===== config.mk =====
export PLATFORM = sky130hd
export DESIGN_NAME = uart_tx_arb
export DESIGN_NICKNAME = d
export VERILOG_FILES = /design/src/rtl/uart_tx_arb.sv
export SDC_FILE = /design/constraint.sdc
export NUM_CORES = 1
export LEC_CHECK = 0
export ABC_AREA = 1
export BUFFER_PORTS_ARGS = -buffer_cell sky130_fd_sc_hd__buf_4
export CORE_UTILIZATION = 52
export DETAILED_ROUTE_END_ITERATION = 8
export PLACE_DENSITY = 0.88
export SYNTH_ARGS = -nofsm -noshare
export SYNTH_HDL_FRONTEND = slang
export SYNTH_SLANG_ARGS = --single-unit

===== constraint.sdc =====
create_clock -name clock -period 5.45 [get_ports clock]
set_input_delay 0.2725 -clock clock [delete_from_list [all_inputs] [get_ports clock]]
set_output_delay 0.2725 -clock clock [all_outputs]
set_load 0.005 [all_outputs]

===== src/rtl/uart_tx_arb.sv =====
// Round-robin arbiter that grants one requester at a time ownership of a UART
// transmitter, framing ownership by req_last and revoking it with an idle watchdog.
module uart_tx_arb #(
  parameter int N            = 4,
  parameter int CONFIG_WIDTH = 32,
  parameter int TIMEOUT      = 1024
) (
  input  logic                      clock,
  input  logic                      reset_n,
  input  logic [N*8-1:0]            req_data,
  input  logic [N-1:0]              req_valid,
  input  logic [N-1:0]              req_last,
  output logic [N-1:0]              req_ready,
  input  logic [N*CONFIG_WIDTH-1:0] req_conf,
  output logic [7:0]                tx_din,
  output logic                      tx_din_valid,
  input  logic                      tx_din_ready,
  output logic [CONFIG_WIDTH-1:0]   tx_conf,
  output logic [N-1:0]              grant,
  output logic                      busy,
  output logic                      timeout
);

  localparam int          PTR_W      = (N > 1) ? $clog2(N) : 1;
  localparam logic [15:0] IDLE_LIMIT = 16'(TIMEOUT - 1);

  typedef enum logic [1:0] {IDLE, GRANT, DRAIN, WAIT} state_e;

  state_e                  state_q;
  logic [PTR_W-1:0]        ptr_q;
  logic [N-1:0]            grant_q;
  logic [CONFIG_WIDTH-1:0] conf_q;
  logic [15:0]             idle_q;
  logic                    timeout_q;

  logic [7:0]              data_a [N];
  logic [CONFIG_WIDTH-1:0] conf_a [N];
  logic [PTR_W-1:0]        sel_d;
  logic [PTR_W-1:0]        cand;
  logic                    sel_found;
  logic                    g_valid;
  logic                    g_last;
  logic                    accept;

  for (genvar i = 0; i < N; i++) begin : g_unpack
    assign data_a[i] = req_data[8*i +: 8];
    assign conf_a[i] = req_conf[CONFIG_WIDTH*i +: CONFIG_WIDTH];
  end

  // Walk from the farthest candidate down so the nearest one after ptr wins.
  always_comb begin
    sel_found = 1'b0;
    sel_d     = ptr_q;
    cand      = ptr_q;
    for (int k = N; k >= 1; k--) begin
      cand = PTR_W'((int'(ptr_q) + k) % N);
      if (req_valid[cand]) begin
        sel_found = 1'b1;
        sel_d     = cand;
      end
    end
  end

  assign g_valid = req_valid[ptr_q];
  assign g_last  = req_last[ptr_q];
  assign accept  = (state_q == GRANT) && g_valid && tx_din_ready;

  always_comb begin
    tx_din       = '0;
    tx_din_valid = 1'b0;
    req_ready    = '0;
    if (state_q == GRANT) begin
      tx_din           = data_a[ptr_q];
      tx_din_valid     = g_valid;
      req_ready[ptr_q] = accept;
    end
  end

  // An accept always clears the watchdog, so a final byte landing on the
  // limit cycle ends the packet normally instead of raising timeout.
  always_ff @(posedge clock or negedge reset_n) begin
    if (!reset_n) begin
      state_q   <= IDLE;
      ptr_q     <= PTR_W'(N - 1);
      grant_q   <= '0;
      conf_q    <= '0;
      idle_q    <= '0;
      timeout_q <= 1'b0;
    end else begin
      timeout_q <= 1'b0;
      case (state_q)
        IDLE: begin
          if (sel_found) begin
            state_q <= GRANT;
            ptr_q   <= sel_d;
            grant_q <= N'(1) << sel_d;
            conf_q  <= conf_a[sel_d];
            idle_q  <= '0;
          end
        end
        GRANT: begin
          if (accept) begin
            idle_q <= '0;
            if (g_last) begin
              state_q <= DRAIN;
            end
          end else if (idle_q == IDLE_LIMIT) begin
            state_q   <= DRAIN;
            timeout_q <= 1'b1;
          end else if (!g_valid) begin
            idle_q <= idle_q + 16'd1;
          end
        end
        DRAIN: begin
          state_q <= WAIT;
        end
        WAIT: begin
          if (tx_din_ready) begin
            state_q <= IDLE;
            grant_q <= '0;
          end
        end
        default: begin
          state_q <= IDLE;
        end
      endcase
    end
  end

  assign tx_conf = conf_q;
  assign grant   = grant_q;
  assign busy    = (state_q != IDLE);
  assign timeout = timeout_q;

endmodule


[Yosys cells after proc, flatten, opt, wreduce, memory -nomap -nowiden]
Cells that the tools add are included.
Widths: inputs -> output; s select.
Operators by class
  bitwise operators: 3
  reduce and logical (&&, ||, !) cells: 11
  equal/unequal tests: 10
  add/sub/neg operators: 5
  order comparisons: 8
  multiplexer cells: 48
  shifts and indexed selects: 1
Operators by type and width (number)
  $bmux 32 s2: 1
  $mux 16: 4
  $mux 32: 2
  $pmux 16 s2: 1
  $mux 8: 3
  $mux 2: 9
  $add 16x1->16 const B: 1
  $bmux 8 s2: 1
  $eq 16x10->1 const B: 1
  $lt 2x3->1 const B: 5
  $mux 1: 15
  $bmux 1 s2: 6
  $mux 4: 3
  $ne 3x3->1 const B: 3
  $pmux 2 s4: 1
  $pmux 4 s2: 1
  $reduce_and 4->1: 2
  $ge 3x3->1 const B: 2
  $not 2->3: 2
  $reduce_bool 2->1: 3
  $add 2x1->2 const B: 2
  $add 2x2->2 const B: 2
  $and 4x4->4: 1
  $eq 2x2->1 const B: 2
  10 further kinds: 13
Storage, ports and cells
  input port bits: 171
  logic and storage cells: 92
  bits in registers: 57
  output and inout bits: 51

[Longest topological paths before layout]
  depth after elaboration: 11
  depth in mapped cells: 21
  mapped depth without buffers: 16

[Worst setup path before layout]
No wires, ideal clock.
  kind: register to register
  from: reg ptr_q[0]
  to: reg conf_q[24], in the netlist tx_conf[24]
  arrival: 2.448 ns
  data required time: 5.333 ns
  period minus slack after synthesis: 2.565 ns
  path slack: 2.885 ns
  path buffers: 5
  library setup time: 0.117 ns
  cell stages (with the launch flop): 22
  cells stage by stage: dfstp_2 buf_6 inv_2 clkbuf_1 clkbuf_1 ha_1 inv_1 nand3_2 nand2_1 inv_2 nand2_2 nand2_1 nand2_2 nand2_4 buf_8 buf_12 nand2_2 nand2_1 nand2_1 nand2_1 nand2_1 nand2_1
On the way
  cells in the longest elaborated chain, start to end: 11
  elaborated cells on any way between the ends: 25
  those cells by class: add/sub (4); mux (19); bitwise (1); reduce/logical (1)
RTL lines
  start, declared: line 30  | logic [PTR_W-1:0] ptr_q;
  start signal, assigned: line 84  | ptr_q <= PTR_W'(N - 1);
  start signal, assigned: line 95  | ptr_q <= sel_d;
  $add 2x1->2: line 56  | cand = PTR_W'((int'(ptr_q) + k) % N);
  $bmux 1 s2: line 57  | if (req_valid[cand]) begin
  $mux 1 (implied by the code): line 57
  $mux 2 (4 in a row): line 57
  $not 2->3 (implied by the code): line 97  | conf_q <= conf_a[sel_d];
  $bmux 32 s2: line 97
  $mux 32 (implied by the code) (2 in a row): line 97
  end signal, assigned: line 97
  end, declared: line 32  | logic [CONFIG_WIDTH-1:0] conf_q;
Parallel ways exist; a longest one is shown, timed or not. The select of a mux whose other input is x is not followed.
A chain may end at the register's enable or synchronous reset.

[Worst setup path in the final report]
  from: reg ptr_q[0]
  to: reg conf_q[23], in the netlist tx_conf[23]
Same word-level chain as after synthesis.

==> out/metrics.csv <==
metric;value;unit
status;finished with violations;
failing checks;negative hold slack;
busiest metal layer after global routing;met2;
Crit Path Max Fanout;68;
P_leak;0.00361;uW
Initial Utilization;54.0;%
maximum vdd drop;0.000342;V
fmax;258;MHz
Post-DP Area;6250;sq um
Inserted Clock Buffers;9;
fraction of layout cells with a size suffix above 1;30.0;%
Min Hold Slack;-0.00494;ns
adder-cell share of the synthesized area;2.38;%
total vias in the final route;5457;
CTS root buffer;clkbuf_8;
setup bufs post-CTS;0;
R2R cell count;15;
# rows;34;
sequential fraction of the synthesis area;30.2;%
port bufs;221;
largest family of logic cells by synthesized area;simple AND/OR/NAND/NOR gates;
Top Ports;222;
fraction of synthesized area in multiplexers;0.291;%
CTS hold repair buffers;0;
Final TNS setup;0;ns
NumNets Final;1138;
Critical Path Sink Type;register;
count of final setup violators;0;
GR Overflow Total;0;
flops & latches, synth;57;
WL final;14000;um
overall global routing resource usage;30.0;%
worst reg2reg path endpoint;tx_conf[23]$_DFFE_PN0P_;
Simple-Gate Fraction of Synth Area;47.9;%
# diodes;0;
Post-synth EDFFs;0;
pin count of the biggest net entering global routing;69;
vias in the first global route;5187;
Post-Synth XOR/XNOR Area;2.04;%
H-tree depth;3;
Layout area overhead;35.6;%
Die Y-Extent;97.4;um
worst r2r src;ptr_q[0]$_DFFE_PN1P_;
ratio of final minimum period to clock period;71.0;%
post-synth top area cell;dfrtp_1;
placer congestion estimate;0.941;
Worst Tran Pin Value;0.792;ns
Clock Skew;0.00607;ns
Mapped Avg Cell Area;6.16;sq um
Worst Path Arrival;4.13;ns
Warnings, synthesis;0;
reg-to-reg setup timing slack;1.58;ns
Gate Count Post-Synth;768;
Clk Latency, worst-skew pair;0.33;ns
Num Clock Sinks;57;
post-DR vias/cell;5.10;
global-route wire length before repair;23400;um
Die W;97.4;um
met3 Usage GRT;6.69;%
post-DP HPWL;10100;um
Mapped Nets;948;
core area;8760;sq um
most common cell after layout, fill and taps aside;nand2_1;
max_cap viols;0;
type of the worst min-delay path;input pin to async pin;
post-CTS sizing;0;
Slew Limit Fails;0;
area share of the largest cell type after synthesis;29.1;%
filler cell count;753;
Synth Area in Compound Gates;7.51;%
clock period minus worst slack;3.87;ns
most frequent cells in the layout;nand2_1 (363), buf_4 (225), nand3_1 (76);
relative slew slack;47.2;%
Final Hold Vio Count;2;
drt wl/cell;13.1;um
Routed Antenna Nets;0;
Crit Path Class;register to register;
Crit path required time;5.71;ns
CTS tree;yes;
met2 Use GR;49.7;%
Worst-path clk slew;0.06;ns
synth unique cells;34;
Post-route DRC;0;
M1 GR Usage;37.1;%
unrepaired setup endpoints after global routing;no;
PwrDens;585;nW/um^2
1st-iter DRT viols;250;
Critical Path Source Type;register;
First-pass DRT Iterations;5;
final instance area;6420;sq um
antenna violations before repair;0;
Die ar.;9490;sq um
Synth Flop Type;dfrtp_1;
Bufs on Longest Clock Path;2;
top cells by area, synth;dfrtp_1 (29%), nand2_1 (29%), nand3_1 (8.0%);
ys async rst share;100;%
Syn Std Cell Area;4730;sq um
## worst max-delay path by stage
| stage | slack (ns) | from | end |
|---|---|---|---|
| floorplan | 2.89 | ptr_q[0]$_DFFE_PN1P_ | tx_conf[24]$_DFFE_PN0P_ |
| global placement | 1.68 | ptr_q[0]$_DFFE_PN1P_ | tx_conf[8]$_DFFE_PN0P_ |
| detailed placement | 1.59 | ptr_q[0]$_DFFE_PN1P_ | tx_conf[23]$_DFFE_PN0P_ |
| CTS | 1.58 | ptr_q[0]$_DFFE_PN1P_ | tx_conf[23]$_DFFE_PN0P_ |
| global route | 1.15 | ptr_q[0]$_DFFE_PN1P_ | tx_conf[7]$_DFFE_PN0P_ |
| finish | 1.58 | ptr_q[0]$_DFFE_PN1P_ | tx_conf[23]$_DFFE_PN0P_ |
## cell families after synthesis
logic type,after synthesis
flip-flops,57
multiplexers,1
XOR/XNOR,11
AO/OA/AOI/OAI,59
AND/OR/NAND/NOR,546
buffers and inverters,85
adder cells (fa/ha/maj),9
## area by class of cell
class	instances	area [sq um]	share of cell area, %
repair buffers	225	1690	26.3
well taps	108	135	2.10
multi-input cells	626	2850	44.3
clock buffers	13	159	2.48
flip-flops and latches	57	1430	22.3
clock inverters	3	15.0	0.234
inverters	39	146	2.28
## sequential cells by signal, indices dropped and copies added (netlist names)
| name | count |
|---|---|
| tx_conf | 32 |
| ptr_q | 2 |
| timeout | 1 |
| grant | 4 |
| state_q | 2 |
| idle_q | 16 |
## worst max-delay path, stage by stage (launching register included)
cell and delay [ns]:
dfstp_2 0.86, inv_2 0.28, ha_1 0.39, inv_1 0.09
nand3_2 0.09, nand2_1 0.08, inv_2 0.04, nand2_2 0.06
nand3_2 0.53, nand2_4 0.87, nand2_1 0.13, nand2_1 0.10
nand2_1 0.05, nand2_1 0.09, nand2_1 0.05, nand2_1 0.07
## metal layers
| metal | wire, um | vias to the layer above |
|---|---|---|
| li1 | - | 2786 |
| met1 | 5710 | 2395 |
| met2 | 6690 | 242 |
| met3 | 1130 | 34 |
| met4 | 471 | 0 |
| met5 | 0 | - |
## synth_stat cells, types with 2 or more instances
cell,number
buf_1,3
inv_1,34
buf_6,8
nand2_1,363
xor2_1,11
a21oi_1,10
nand2_2,23
ha_1,9
nor3_1,16
buf_2,13
inv_2,5
nand3_1,76
dfstp_2,2
nor4_1,2
clkbuf_1,12
o21ai_2,11
nor2_1,58
nand3_2,2
nor3_2,2
buf_8,2
dfrtp_1,55
buf_4,6
nor2_2,2
o22ai_1,4
o21ai_0,30
## report_power, final
| group | internal [uW] | leakage [uW] | total (uW) | switching, uW |
|---|---|---|---|---|
| clock network | 188 | 0.0000932 | 348 | 160 |
| logic | 941 | 0.00278 | 2690 | 1750 |
| registers | 584 | 0.000737 | 717 | 133 |
## through the flow
stage	hold slack, ns	util [%]	setup slack, ns	instances	total power, uW
after CTS	0.0234	73.3	1.58	1071	3760
final	-0.00494	73.3	1.58	1071	3750
after detailed placement	0.380	71.3	1.59	1055	3400
after global placement	0.378	71.3	1.68	1055	3360
after global routing	0.0502	73.3	1.15	1071	4180
after floorplan	-0.0231	-	2.89	768	2850
No activity file was read; power rests on OpenSTA's default activity.
